### src/rtl/dsp_mac_sequencer_pkg.sv
// Shared constants and state encoding for the DSP48A1 multiply-accumulate sequencer.
package dsp48a1_pkg;

    localparam int P_W  = 48;
    localparam int AB_W = 18;

    // Slice opmode: X mux in [1:0], Z mux in [3:2]
    localparam logic [7:0] OPM_IDLE = 8'h00;
    localparam logic [7:0] OPM_MAC  = 8'h09;
    localparam logic [7:0] OPM_HOLD = 8'h08;

    typedef enum logic [1:0] {
        ST_IDLE,
        ST_FEED,
        ST_DRAIN,
        ST_RESULT
    } state_t;

endpackage

### src/rtl/dsp_mac_sequencer_if.sv
// Command, operand and result handshakes between upstream producers and the MAC sequencer.
interface dsp_mac_sequencer_if #(
    parameter int LEN_W = 10
) ();
    import dsp48a1_pkg::*;

    logic                   cmd_valid;
    logic                   cmd_ready;
    logic [LEN_W-1:0]       cmd_len;
    logic                   op_valid;
    logic                   op_ready;
    logic signed [AB_W-1:0] op_a;
    logic signed [AB_W-1:0] op_b;
    logic                   res_valid;
    logic                   res_ready;
    logic [P_W-1:0]         res_data;
    logic                   res_carry;

    modport master (
        output cmd_valid, cmd_len, op_valid, op_a, op_b, res_ready,
        input  cmd_ready, op_ready, res_valid, res_data, res_carry
    );

    modport slave (
        input  cmd_valid, cmd_len, op_valid, op_a, op_b, res_ready,
        output cmd_ready, op_ready, res_valid, res_data, res_carry
    );

endinterface

### src/rtl/dsp_mac_sequencer.sv
// Drives one DSP48A1 slice as a signed dot-product MAC: streams operand pairs,
// generates opmode/reset each cycle and returns the drained 48-bit sum.
module dsp_mac_sequencer
    import dsp48a1_pkg::*;
#(
    parameter int LEN_W    = 10,
    parameter int PIPE_LAT = 2
) (
    input  logic                CLK,
    input  logic                RST,
    dsp_mac_sequencer_if.slave  bus,
    output logic [AB_W-1:0]     dsp_A,
    output logic [AB_W-1:0]     dsp_B,
    output logic [7:0]          dsp_opmode,
    output logic                dsp_rst,
    input  logic [P_W-1:0]      dsp_P,
    input  logic                dsp_CARRYOUT
);

    localparam int DRAIN_W = (PIPE_LAT < 1) ? 1 : $clog2(PIPE_LAT + 1);

    state_t             r_state;
    state_t             w_state_next;
    logic [LEN_W-1:0]   r_remaining;
    logic [DRAIN_W-1:0] r_drain_cnt;
    logic               r_issue_d;
    logic               r_dsp_rst;
    logic [P_W-1:0]     r_res_data;
    logic               r_res_carry;
    logic               w_issue;
    logic               w_drain_done;

    always_comb begin
        w_state_next = r_state;
        w_issue      = 1'b0;
        w_drain_done = 1'b0;
        unique case (r_state)
            ST_IDLE: begin
                if (bus.cmd_valid) begin
                    w_state_next = (bus.cmd_len == '0) ? ST_DRAIN : ST_FEED;
                end
            end
            ST_FEED: begin
                if (bus.op_valid) begin
                    w_issue = 1'b1;
                    if (r_remaining == LEN_W'(1)) begin
                        w_state_next = ST_DRAIN;
                    end
                end
            end
            ST_DRAIN: begin
                // Last of PIPE_LAT+1 drain edges: P now includes the final pair
                if (r_drain_cnt == DRAIN_W'(PIPE_LAT)) begin
                    w_drain_done = 1'b1;
                    w_state_next = ST_RESULT;
                end
            end
            ST_RESULT: begin
                if (bus.res_ready) begin
                    w_state_next = ST_IDLE;
                end
            end
            default: w_state_next = ST_IDLE;
        endcase
    end

    always_ff @(posedge CLK or posedge RST) begin
        if (RST) begin
            r_state     <= ST_IDLE;
            r_remaining <= '0;
            r_drain_cnt <= '0;
            r_issue_d   <= 1'b0;
            r_dsp_rst   <= 1'b1;
            r_res_data  <= '0;
            r_res_carry <= 1'b0;
        end else begin
            r_state   <= w_state_next;
            r_issue_d <= w_issue;
            // Slice held in reset for exactly the cycles spent in IDLE
            r_dsp_rst <= (w_state_next == ST_IDLE);
            if (r_state == ST_IDLE && bus.cmd_valid) begin
                r_remaining <= bus.cmd_len;
            end else if (w_issue) begin
                r_remaining <= r_remaining - LEN_W'(1);
            end
            r_drain_cnt <= (r_state == ST_DRAIN) ? r_drain_cnt + DRAIN_W'(1) : '0;
            if (w_drain_done) begin
                r_res_data  <= dsp_P;
                r_res_carry <= dsp_CARRYOUT;
            end
        end
    end

    always_comb begin
        dsp_opmode = OPM_HOLD;
        if (r_state == ST_IDLE) begin
            dsp_opmode = OPM_IDLE;
        end else if (r_issue_d) begin
            dsp_opmode = OPM_MAC;
        end
    end

    assign bus.cmd_ready = (r_state == ST_IDLE);
    assign bus.op_ready  = (r_state == ST_FEED);
    assign bus.res_valid = (r_state == ST_RESULT);
    assign bus.res_data  = r_res_data;
    assign bus.res_carry = r_res_carry;
    assign dsp_A         = bus.op_a;
    assign dsp_B         = bus.op_b;
    assign dsp_rst       = r_dsp_rst;

endmodule

### src/flat_wrapper.sv
// flat-port wrapper written by rule: the top's interface ports become plain ports
module dsp_mac_sequencer_flat import dsp48a1_pkg::*;
#(
    parameter int LEN_W    = 10,
    parameter int PIPE_LAT = 2
)
  (CLK, RST, dsp_A, dsp_B, dsp_opmode, dsp_rst, dsp_P, dsp_CARRYOUT, bus_cmd_valid, bus_cmd_len, bus_op_valid, bus_op_a, bus_op_b, bus_res_ready, bus_cmd_ready, bus_op_ready, bus_res_valid, bus_res_data, bus_res_carry);
  dsp_mac_sequencer_if #(.LEN_W(LEN_W)) bus_i ();
  input  logic CLK;
  input  logic RST;
  output logic [AB_W-1:0] dsp_A;
  output logic [AB_W-1:0] dsp_B;
  output logic [7:0] dsp_opmode;
  output logic dsp_rst;
  input  logic [P_W-1:0] dsp_P;
  input  logic dsp_CARRYOUT;
  input wire logic [$bits(bus_i.cmd_valid)-1:0] bus_cmd_valid;
  input wire logic [$bits(bus_i.cmd_len)-1:0] bus_cmd_len;
  input wire logic [$bits(bus_i.op_valid)-1:0] bus_op_valid;
  input wire logic [$bits(bus_i.op_a)-1:0] bus_op_a;
  input wire logic [$bits(bus_i.op_b)-1:0] bus_op_b;
  input wire logic [$bits(bus_i.res_ready)-1:0] bus_res_ready;
  output wire logic [$bits(bus_i.cmd_ready)-1:0] bus_cmd_ready;
  output wire logic [$bits(bus_i.op_ready)-1:0] bus_op_ready;
  output wire logic [$bits(bus_i.res_valid)-1:0] bus_res_valid;
  output wire logic [$bits(bus_i.res_data)-1:0] bus_res_data;
  output wire logic [$bits(bus_i.res_carry)-1:0] bus_res_carry;
  assign bus_i.cmd_valid = bus_cmd_valid;
  assign bus_i.cmd_len = bus_cmd_len;
  assign bus_i.op_valid = bus_op_valid;
  assign bus_i.op_a = bus_op_a;
  assign bus_i.op_b = bus_op_b;
  assign bus_i.res_ready = bus_res_ready;
  assign bus_cmd_ready = bus_i.cmd_ready;
  assign bus_op_ready = bus_i.op_ready;
  assign bus_res_valid = bus_i.res_valid;
  assign bus_res_data = bus_i.res_data;
  assign bus_res_carry = bus_i.res_carry;
  dsp_mac_sequencer #(.LEN_W(LEN_W), .PIPE_LAT(PIPE_LAT)) u_core (.CLK(CLK), .RST(RST), .bus(bus_i), .dsp_A(dsp_A), .dsp_B(dsp_B), .dsp_opmode(dsp_opmode), .dsp_rst(dsp_rst), .dsp_P(dsp_P), .dsp_CARRYOUT(dsp_CARRYOUT));
endmodule
### config.mk
export PLATFORM = sky130hd
export DESIGN_NAME = dsp_mac_sequencer_flat
export DESIGN_NICKNAME = d
export VERILOG_FILES = /design/src/rtl/dsp_mac_sequencer_pkg.sv /design/src/rtl/dsp_mac_sequencer_if.sv /design/src/rtl/dsp_mac_sequencer.sv /design/src/flat_wrapper.sv
export SDC_FILE = /design/constraint.sdc
export NUM_CORES = 1
export LEC_CHECK = 0
export CAP_MARGIN = 15
export CORE_MARGIN = 1
export CORE_UTILIZATION = 37
export CTS_BUF_LIST = sky130_fd_sc_hd__clkbuf_8
export DETAILED_ROUTE_END_ITERATION = 6
export PLACE_DENSITY = 0.85
export SYNTH_ARGS = -nofsm -noshare
export SYNTH_HDL_FRONTEND = slang
export SYNTH_SLANG_ARGS = --single-unit
### constraint.sdc
create_clock -name CLK -period 2.59 [get_ports CLK]
set_input_delay 0.518 -clock CLK [delete_from_list [all_inputs] [get_ports CLK]]
set_output_delay 0.518 -clock CLK [all_outputs]
set_load 0.02 [all_outputs]
==> metrics.md <==
| Metric | Value |
|---|---|
| Row cnt | `32` |
| Slew @ Worst Pin | `0.576 ns` |
| Largest family of logic cells by synthesized area | `multiplexers` |
| Fin crit period | `2.23 ns` |
| Internal power | `3.47 mW` |
| Initial antenna violation count | `0` |
| Finished Layout Cells | `432` |
| H-tree Lvls | `3` |
| Worst setup path startpoint | `u_core.r_state[1]` |
| Clock Skew | `0.00426 ns` |
| RSZ-0062 raised after global routing | `false` |
| Critical Path Source Type | `flop` |
| DRT antenna net count | `0` |
| Die ar. | `8560 um2` |
| Clk network pwr share | `0.197` |
| Largest fanout on the critical path | `8` |
| Drt wl/cell | `14.8 um` |
| Critical path class | `reg2out` |
| Post-Place Cells | `416` |
| Compound-Gate Fraction of Synth Area | `0.0479` |
| Final hold vios | `0` |
| Crit end category | `output pin` |
| Power density cells | `1230 nW/um2` |
| Crit Reg-Reg Startpoint | `u_core.r_remaining[5]` |
| WL final | `6.37 mm` |
| Status | `finished, final reports clean` |
| # setup viols final | `0` |
| Setup TNS | `0 ns` |
| Post-cts resize count | `0` |
| Total CTS buffers | `9` |
| Max-slew violations | `0` |
| Avg Cell Area, Syn | `12.8 um2` |
| Sw Share | `0.345` |
| Post-synthesis adder-cell area fraction | `0.0124` |
| First-pass GRT wire length | `10.2 mm` |
| Comb power frac | `0.456` |
| Die Ht | `92.5 um` |
| DRT Pass-1 Iters | `4` |
| Slew margin rel. | `0.615` |
| Flop pwr share | `0.347` |
| Netlist cell types | `40` |
| Vias | `2072` |
| Vias in the first global route | `2141` |
| DRC violations left | `0` |
| RD Place Congestion | `0.856` |
| Synthesized instance count | `236` |
| Mux share of post-synthesis cell area | `0.186` |
| Leakage | `1.77 nW` |
| Max Buffers Root-to-Sink | `2` |
| Clock latency on the worst-skew pair | `0.33 ns` |
| GR Overflow Total | `0` |
| Initial Util | `0.388` |
| CTS sink cnt | `65` |
| Hold_buf cts | `0` |
| Post-DP HPWL | `4.74 mm` |
| VDD IR-drop max | `0.619 mV` |
| Largest net degree at the start of global routing | `31` |
| Worst Path Required | `2.07 ns` |
| Xor and xnor area share after synthesis | `0` |
| Core box area | `7810 um2` |
| Arr. time, crit path | `1.71 ns` |
| Hold WC Path Type | `reg2reg` |
| MaxCap Viol Count | `0` |
| IO Count | `197` |
| Postcts setup bufs | `0` |
| Antenna fix cells | `0` |
| Initial DRC count | `48` |
| CTS root buf | `clkbuf_8` |
| Yosys Warn Count | `0` |
| Share of layout cells above drive strength 1 | `0.212` |
| Synthesized cell area | `3030 um2` |
| Final period util | `0.862` |
| Via density | `4.80` |
| Simple-Gate Fraction of Synth Area | `0.0879` |
| Max Fclk | `0.448 GHz` |
| NumNets Final | `428` |
| Total global-route track usage | `0.155` |
| Die Span X | `92.5 um` |
| Switching pwr | `1.82 mW` |
| Area Growth Syn to Fin | `41.4%` |
| Sequential-to-total area share from yosys stat | `0.537` |
| CTS clk-pin slew, worst paths | `0.07 ns` |
| # port buffers | `118` |
| Yosys reg bits | `65` |
| CTS tree | `done` |
| Min-delay src | `u_core.r_drain_cnt[0]` |
## routing by layer
layer,up-vias,GRT usage,routed length [um],part of all wire
met2,103,0.252,3010,0.47
met1,988,0.185,2610,0.41
met4,0,0.0781,160,0.025
met3,25,0.0509,590,0.093
li1,956,-,-,-
met5,-,0,0,0
## state kept, by name, summed over array words and instances, names as in the netlist
name / cells
u_core.r_state: 2
u_core.bus.res_data: 48
u_core.r_drain_cnt: 2
u_core.r_remaining: 10
u_core.r_issue_d: 1
u_core.bus.res_carry: 1
u_core.dsp_rst: 1
## cells by family after synthesis
family | after synthesis
muxes | 50
DFF | 65
adders and majority gates | 3
and+or+nand+nor | 43
other | 1
AOI/OAI and AO/OA | 19
buffers and inverters | 55
## power by group through the flow
stage / Sequential [mW] / Combinational, mW / Clock, mW
finish: 1.84 / 2.41 / 1.04
global route: 1.92 / 2.56 / 1.11
CTS: 1.84 / 2.45 / 1.07
detailed placement: 1.86 / 2.44 / 0
global placement: 1.82 / 2.39 / 0
floorplan: 2.32 / 0.883 / 0
## per-stage QoR
step / setup slack, ns / util / hold WS [ns] / area, um2 / power [mW]
2_1_floorplan: 0.447 / - / 0.403 / 3050 / 3.20
3_3_place_gp: 0.490 / 0.518 / 0.414 / 4040 / 4.21
3_5_place_dp: 0.485 / 0.518 / 0.421 / 4040 / 4.30
4_1_cts: 0.309 / 0.549 / 0.430 / 4290 / 5.35
5_1_grt: 0.274 / 0.549 / 0.462 / 4290 / 5.59
6_report: 0.358 / 0.549 / 0.422 / 4290 / 5.29
## critical path: stages (launching register included)
cell and delay (ns):
dfrtp_1 0.48, nor2_2 0.25, inv_1 0.11, clkdlybuf4s50_1 0.55
## worst paths after layout
kind	to	slack [ns]	cells after the start
max	dsp_opmode[3]	0.36	3
min reg2reg	u_core.r_drain_cnt[0]	0.42	1
min	u_core.r_drain_cnt[0]	0.42	1
max in group asynchronous	u_core.dsp_rst	1.39	3
min in group asynchronous	u_core.bus.res_data[33]	0.57	2
max reg2reg	u_core.r_state[0]	0.99	3
## cells in the final DEF, fill, tap and decap left out, drive strengths merged, types with 4 or more instances in the layout
cell type      synthesis  layout
nand3                  8       8
conb                   1       6
inv                    6       7
mux2                  50      50
o311ai                 4       4
clkdlybuf4s50          0     118
nand2                 12      12
dfrtp                 64      64
clkbuf                 0      10
or4                    4       4
buf                   49       4
o211ai                 4       4
nor3                   4       4
nor2                   4       4
## synthesized netlist by cell type
| cell type | n | area share |
|---|---|---|
| conb_1 | 1 | 0.0012 |
| o31a_1 | 1 | 0.0029 |
| buf_2 | 5 | 0.0083 |
| nand2_4 | 1 | 0.0037 |
| nor2b_1 | 1 | 0.0021 |
| nor2_2 | 1 | 0.0021 |
| inv_6 | 1 | 0.0029 |
| a31oi_1 | 1 | 0.0021 |
| or4_1 | 4 | 0.0099 |
| o21bai_1 | 1 | 0.0025 |
| buf_4 | 43 | 0.11 |
| o311ai_1 | 2 | 0.0058 |
| nand3_4 | 1 | 0.0058 |
| o221a_1 | 1 | 0.0037 |
| and3_1 | 1 | 0.0021 |
| o22ai_1 | 2 | 0.0041 |
| nor3_1 | 2 | 0.0033 |
| dfstp_2 | 1 | 0.0087 |
| inv_1 | 5 | 0.0062 |
| nor2b_4 | 1 | 0.0045 |
| a21oi_1 | 3 | 0.0050 |
| mux2_1 | 10 | 0.037 |
| ha_1 | 3 | 0.012 |
| o221ai_1 | 1 | 0.0029 |
| nand2b_1 | 1 | 0.0021 |
| o311ai_0 | 2 | 0.0058 |
| nand3b_1 | 1 | 0.0025 |
| nor2_1 | 3 | 0.0037 |
| and2_1 | 2 | 0.0041 |
| o211ai_1 | 4 | 0.0099 |
| mux2_2 | 40 | 0.15 |
| nor3_2 | 2 | 0.0066 |
| nand3_1 | 7 | 0.012 |
| a221o_1 | 1 | 0.0033 |
| nand2_1 | 11 | 0.014 |
| buf_6 | 1 | 0.0037 |
| or2_2 | 1 | 0.0021 |
| nor4_1 | 2 | 0.0041 |
| dfrtp_1 | 64 | 0.53 |
| nor4_2 | 1 | 0.0041 |
## layout make-up
type	instances	area, um2
Fill cell	676	3520
Clock buffer	10	138
Inverter	6	27.5
Sequential cell	65	1630
Timing Repair Buffer	122	1220
Tap cell	102	128
Multi-Input combinational cell	121	1030
Clock inverter	6	106
(Power assumes the default switching activity.)
==> patch 1, RTL diff (same flow settings) <==
Reset style: synchronous (`RST`), changed in one clocked block.
--- a/src/rtl/dsp_mac_sequencer.sv
+++ b/src/rtl/dsp_mac_sequencer.sv
@@ -66,3 +66,3 @@
 
-    always_ff @(posedge CLK or posedge RST) begin
+    always_ff @(posedge CLK) begin
         if (RST) begin
Behaviour: differs if RST is asserted again (counterexample within 4 cycles, from zero or initial values and one cycle with RST high); with RST held inactive, the same outputs for 10 cycles.
==> patch 1 against the original RTL <==
- sequential cell count unchanged
- non-clock buffer count increased by 1
- routed wire length increased by 7.3%
- setup slack got worse by 0.13 ns
- synthesized area decreased by 6.8%
- cell area decreased by 6.5%
- synthesized cell count increased by 52%
- critical path type unchanged
- critical endpoint is now bus_op_ready
- largest cell class unchanged
Power is not compared: it rests on default switching activity, and its combinational part moved more than twofold at a synthesized area within 25%.
==> patch 1: results (changes against the original RTL) <==
[detailed_routing]
drtIter0Drc=134  ; +180%
wl_per_cell_um=12.71  ; -14%
vias_per_cell=4.885  ; +1.8%
drtPass1Iterations=6  ; +2

[synth]
ys_types=35  ; -13%
synthTopCellsByCount=nand2_1, dfxtp_1, a21oi_1, buf_4, clkbuf_1
synth_ff_type=dfxtp_1
synth_compound_area_share_pct=15.37  ; +11 points
async_flop_share_pct=0  ; -100 points
synth_fa_ha_area_share_pct=1.329  ; +0.090 points
synth_mux_area_share_pct=0.3543  ; -18 points
synth_area_um2=2825  ; -6.8%
synth_area_leaders=dfxtp_1, nand2_1, buf_4

[sta]
hold-worst-slack_ns=0.4103  ; -0.01180 ns
worst_slew_pin_slew_ns=0.7035  ; +0.1274 ns

[critical_path]
r2r-start=u_core.r_remaining[2]
r2r_cells=4  ; +1
r2r-end=u_core.dsp_rst
worstPathArrival_ns=1.85  ; +0.14 ns
r2r_slack_ns=0.49  ; -0.50 ns
crit_fanout=12  ; +4

[place]
placed_cell_area_um2=3817  ; -5.5%
hpwlAfterDp_um=4905  ; +3.6%

[cells_and_area]
fin_nets=537  ; +25%
drive_above_1_share_pct=5.239  ; -16 points

[global_routing]
grt_pass1_vias=2424  ; +13%
grt_max_degree=36  ; +16%
grt_pass1_wl_um=10420  ; +1.8%
grt.total_usage_pct=16.93  ; +1.4 points

[status]
outcome=completed

[hold_path]
whs_endpoint=u_core.r_drain_cnt[0]

[patch 1: changes by cell type after synthesis, moves of 3 or more]
cell,before,now
nand2_1,11,104
mux2_1,10,0
clkbuf_1,0,19
buf_2,5,0
a21oi_1,3,57
nor2_1,3,13
dfxtp_1,0,65
nand3_1,7,1
a31oi_1,1,4
dfrtp_1,64,0
mux2_2,40,0
or3_1,0,4
[patch 1: per-stage QoR]
| stage | instances | setup slack (ns) |
|---|---|---|
| after floorplan | 363 | 0.6727 |
| after global placement | 522 | 0.2190 |
| after detailed placement | 522 | 0.1468 |
| after CTS | 538 | 0.2071 |
| after global routing | 538 | 0.1124 |
| final | 538 | 0.2266 |
[patch 1: how the worst max path moves through the flow]
stage / startpoint / to
3_5_place_dp: bus_op_valid / u_core.r_remaining[9]
6_report: u_core.r_state[0] / bus_op_ready
2_1_floorplan: u_core.r_remaining[2] / u_core.dsp_rst
4_1_cts: u_core.r_state[0] / bus_op_ready
5_1_grt: u_core.r_state[0] / bus_op_ready
3_3_place_gp: bus_op_valid / u_core.r_remaining[9]
[patch 1: area by class of cell]
| cell class | count | area, um^2 |
|---|---|---|
| Multi-Input combinational cell | 230 | 1135 |
| Tap cell | 99 | 123.9 |
| Fill cell | 671 | 3324 |
| Clock buffer | 10 | 137.6 |
| Inverter | 5 | 18.77 |
| Timing Repair Buffer | 123 | 1239 |
| Sequential cell | 65 | 1301 |
| Clock inverter | 6 | 51.30 |
[patch 1: cells by family (layout without fill, tap and decap cells)]
logic type / after synthesis / after routing
other: 1 / 6
AOI/OAI and AO/OA: 76 / 76
DFF: 65 / 65
and+or+nand+nor: 144 / 144
buffers and inverters: 68 / 144
muxes: 1 / 1
adders and majority gates: 3 / 3
[patch 1: power breakdown]
group	switching (mW)	total [mW]	internal [mW]
registers	0.0199	1.04	1.02
clock network	0.358	0.816	0.457
logic	0.101	0.237	0.135
total	0.479	2.09	1.61
[patch 1: per-layer routing]
metal	track usage (%)	up-vias	part of all wire [%]
li1	-	1296	-
met1	18.04	1186	40
met2	29.08	123	48
met3	6.464	23	9.0
met4	8.947	0	2.8
met5	0	-	0
[patch 1: worst max-delay path: stages (launching register included)]
cell and delay [ns]:
dfxtp_1 0.55, nor2b_1 0.32, clkdlybuf4s50_1 0.66
==> patch 2, RTL diff (config.mk and constraints unchanged) <==
Without the edit above. `LEN_W` is set to 10 in 3 places; all go to 20.
--- a/src/rtl/dsp_mac_sequencer_if.sv
+++ b/src/rtl/dsp_mac_sequencer_if.sv
@@ -2,3 +2,3 @@
 interface dsp_mac_sequencer_if #(
-    parameter int LEN_W = 10
+    parameter int LEN_W = 20
 ) ();
--- a/src/rtl/dsp_mac_sequencer.sv
+++ b/src/rtl/dsp_mac_sequencer.sv
@@ -5,3 +5,3 @@
 #(
-    parameter int LEN_W    = 10,
+    parameter int LEN_W    = 20,
     parameter int PIPE_LAT = 2
--- a/src/flat_wrapper.sv
+++ b/src/flat_wrapper.sv
@@ -3,3 +3,3 @@
 #(
-    parameter int LEN_W    = 10,
+    parameter int LEN_W    = 20,
     parameter int PIPE_LAT = 2
Interface: changed (resized bus_cmd_len); port bits go from 197 to 207. No check against the original RTL was run, so the function may have changed too.
==> patch 2 against the original RTL <==
- routed wire length is 36% higher
- critical path depth stayed put
- setup slack worse by 0.22 ns
- first-iteration DRC count grew to 2.8 times the old value
- total power is 8.6% higher
- sequential cell count is 10 higher
- combinational power is 16% higher
- cell area is 17% higher
- sequential share of layout area is 0.40 points lower
- synthesized area is 21% higher
==> patch 2: results (changes against the original RTL) <==
[status]
outcome=completed

[clock_network]
h-tree-depth=3  ; unchanged
cts_setup_buffers=0  ; unchanged
cts_resized=0  ; unchanged
clockRootBuffer=clkbuf_8
path_clk_slew_ns=0.08
cts_buffer_depth=2  ; unchanged
clk_latency_ns=0.35  ; +0.02 ns
numCtsBuffers=9  ; unchanged

[synth]
yosysSeqAreaShare_pct=51.07  ; -2.6 points
yosysWarningCount=0  ; unchanged
synth_ff_type=dfrtp_1
synth_area_leaders=dfrtp_1, mux2_2, buf_4
ys_types=46  ; +15%
synthTopCellsByCount=dfrtp_1, mux2_2, buf_4, nand2_1, nand3_1
async_flop_share_pct=100.0  ; unchanged

[place]
gp_congestion=0.8814  ; +3.0%
port_buffers=128  ; +8.5%
pre_cts_ws_ns=0.2866  ; -0.1985 ns
hpwlAfterDp_um=6339  ; +34%

[sta]
timing.setup.tns_ns=0  ; unchanged
fmaxAchievable_mhz=407.6  ; -9.0%
slew_headroom_pct=61.90  ; +0.36 points
finalMaxSlewViolations=0  ; unchanged
skew_ns=0.01080  ; +0.006538 ns

[critical_path]
r2r-end=u_core.r_remaining[18]
endpoint_kind=output port
crit_fanout=9  ; +1
r2r-start=u_core.r_remaining[4]
r2r_cells=4  ; +1
r2r_slack_ns=0.62  ; -0.37 ns
worstPathArrival_ns=1.94  ; +0.23 ns
endpoint=dsp_opmode[0]
worstSetupStartpoint=u_core.r_state[0]

[pwr]
p_leak_nw=2.018  ; +14%
vdd_drop_max_uv=433.3  ; -30%

[cells_and_area]
fin_nets=523  ; +22%
largest_reg_flops=48  ; unchanged
insertedDiodeCount=0  ; unchanged
drive_above_1_share_pct=20.96  ; -0.25 points

[global_routing]
antenna_found_initial=0  ; unchanged
overflow=0  ; unchanged
grt_pass1_wl_um=13200  ; +29%
grt.total_usage_pct=16.72  ; +1.2 points
grt_max_degree=45  ; +45%
grt_pass1_vias=2739  ; +28%

[detailed_routing]
wl_um=8669  ; +36%
vias_per_cell=5.057  ; +5.4%
drtIter0Drc=136  ; +180%
drtPass1Iterations=4  ; unchanged

[hold_path]
hold_class=flop to flop

## patch 2: cell count changes after synthesis, sizes merged, moves of 5 or more
cell | unedited run | this run
nand3 | 8 | 14
o311ai | 4 | 11
nor4 | 3 | 8
clkbuf | 0 | 6
nand2 | 12 | 23
o21ai | 0 | 5
dfrtp | 64 | 74
## patch 2: layout make-up
cell class	count	area [um^2]
Clock buffer	9	123.9
Sequential cell	75	1878
Timing Repair Buffer	136	1354
Inverter	7	26.28
Fill cell	858	4687
Tap cell	133	166.4
Clock inverter	7	45.04
Multi-Input combinational cell	181	1404
## patch 2: worst min-delay path by stage
stage                       endpoint  slack (ns)             startpoint  depth (start not counted)
2_1_floorplan  u_core.r_drain_cnt[0]        0.40  u_core.r_drain_cnt[0]                          1
3_3_place_gp   u_core.r_drain_cnt[0]        0.41  u_core.r_drain_cnt[0]                          1
3_5_place_dp   u_core.r_drain_cnt[0]        0.42  u_core.r_drain_cnt[0]                          1
4_1_cts        u_core.r_drain_cnt[0]        0.43  u_core.r_drain_cnt[0]                          1
5_1_grt        u_core.r_drain_cnt[0]        0.46  u_core.r_drain_cnt[0]                          1
6_report       u_core.r_drain_cnt[0]        0.43  u_core.r_drain_cnt[0]                          1
## patch 2: where the power goes
part | leakage, nW | internal (mW) | switching (mW)
sequential | 0.892 | 1.75 | 0.402
combinational | 1.04 | 1.47 | 1.32
clock | 0.0828 | 0.344 | 0.451
## patch 2: metal layers
metal | track usage, % | wire length, um | vias to the layer above
met4 | 10.70 | 343 | 0
met5 | 0 | 0 | -
met3 | 4.969 | 784 | 34
li1 | - | - | 1279
met1 | 18.94 | 3330 | 1331
met2 | 27.55 | 4210 | 127
## patch 2: cells by family (layout without fill, tap and decap cells)
| kind of cell | Yosys count | after routing | synth area share [%] |
|---|---|---|---|
| buffers and inverters | 62 | 159 | 11.40 |
| xor gates and xnor gates | 2 | 2 | 0.4764 |
| and+or+nand+nor | 84 | 84 | 12.73 |
| AOI/OAI and AO/OA | 35 | 35 | 7.656 |
| DFF | 75 | 75 | 51.07 |
| other | 1 | 6 | 0.1020 |
| muxes | 51 | 51 | 15.55 |
| adders and majority gates | 3 | 3 | 1.021 |
## patch 2: metrics by stage
stage	cell area, um^2	cells	util (%)	hold WS [ns]
floorplan	3696	318	-	0.4032
detailed placement	4828	532	49.86	0.4197
global placement	4828	532	49.86	0.4137
finish	4997	548	51.60	0.4282
CTS	4997	548	51.60	0.4304
global route	4997	548	51.60	0.4584
## patch 2: critical path: stages, from the launching register on
cell and delay (ns):
dfrtp_1 0.49, or2_2 0.37, and2_1 0.17, clkdlybuf4s50_1 0.55
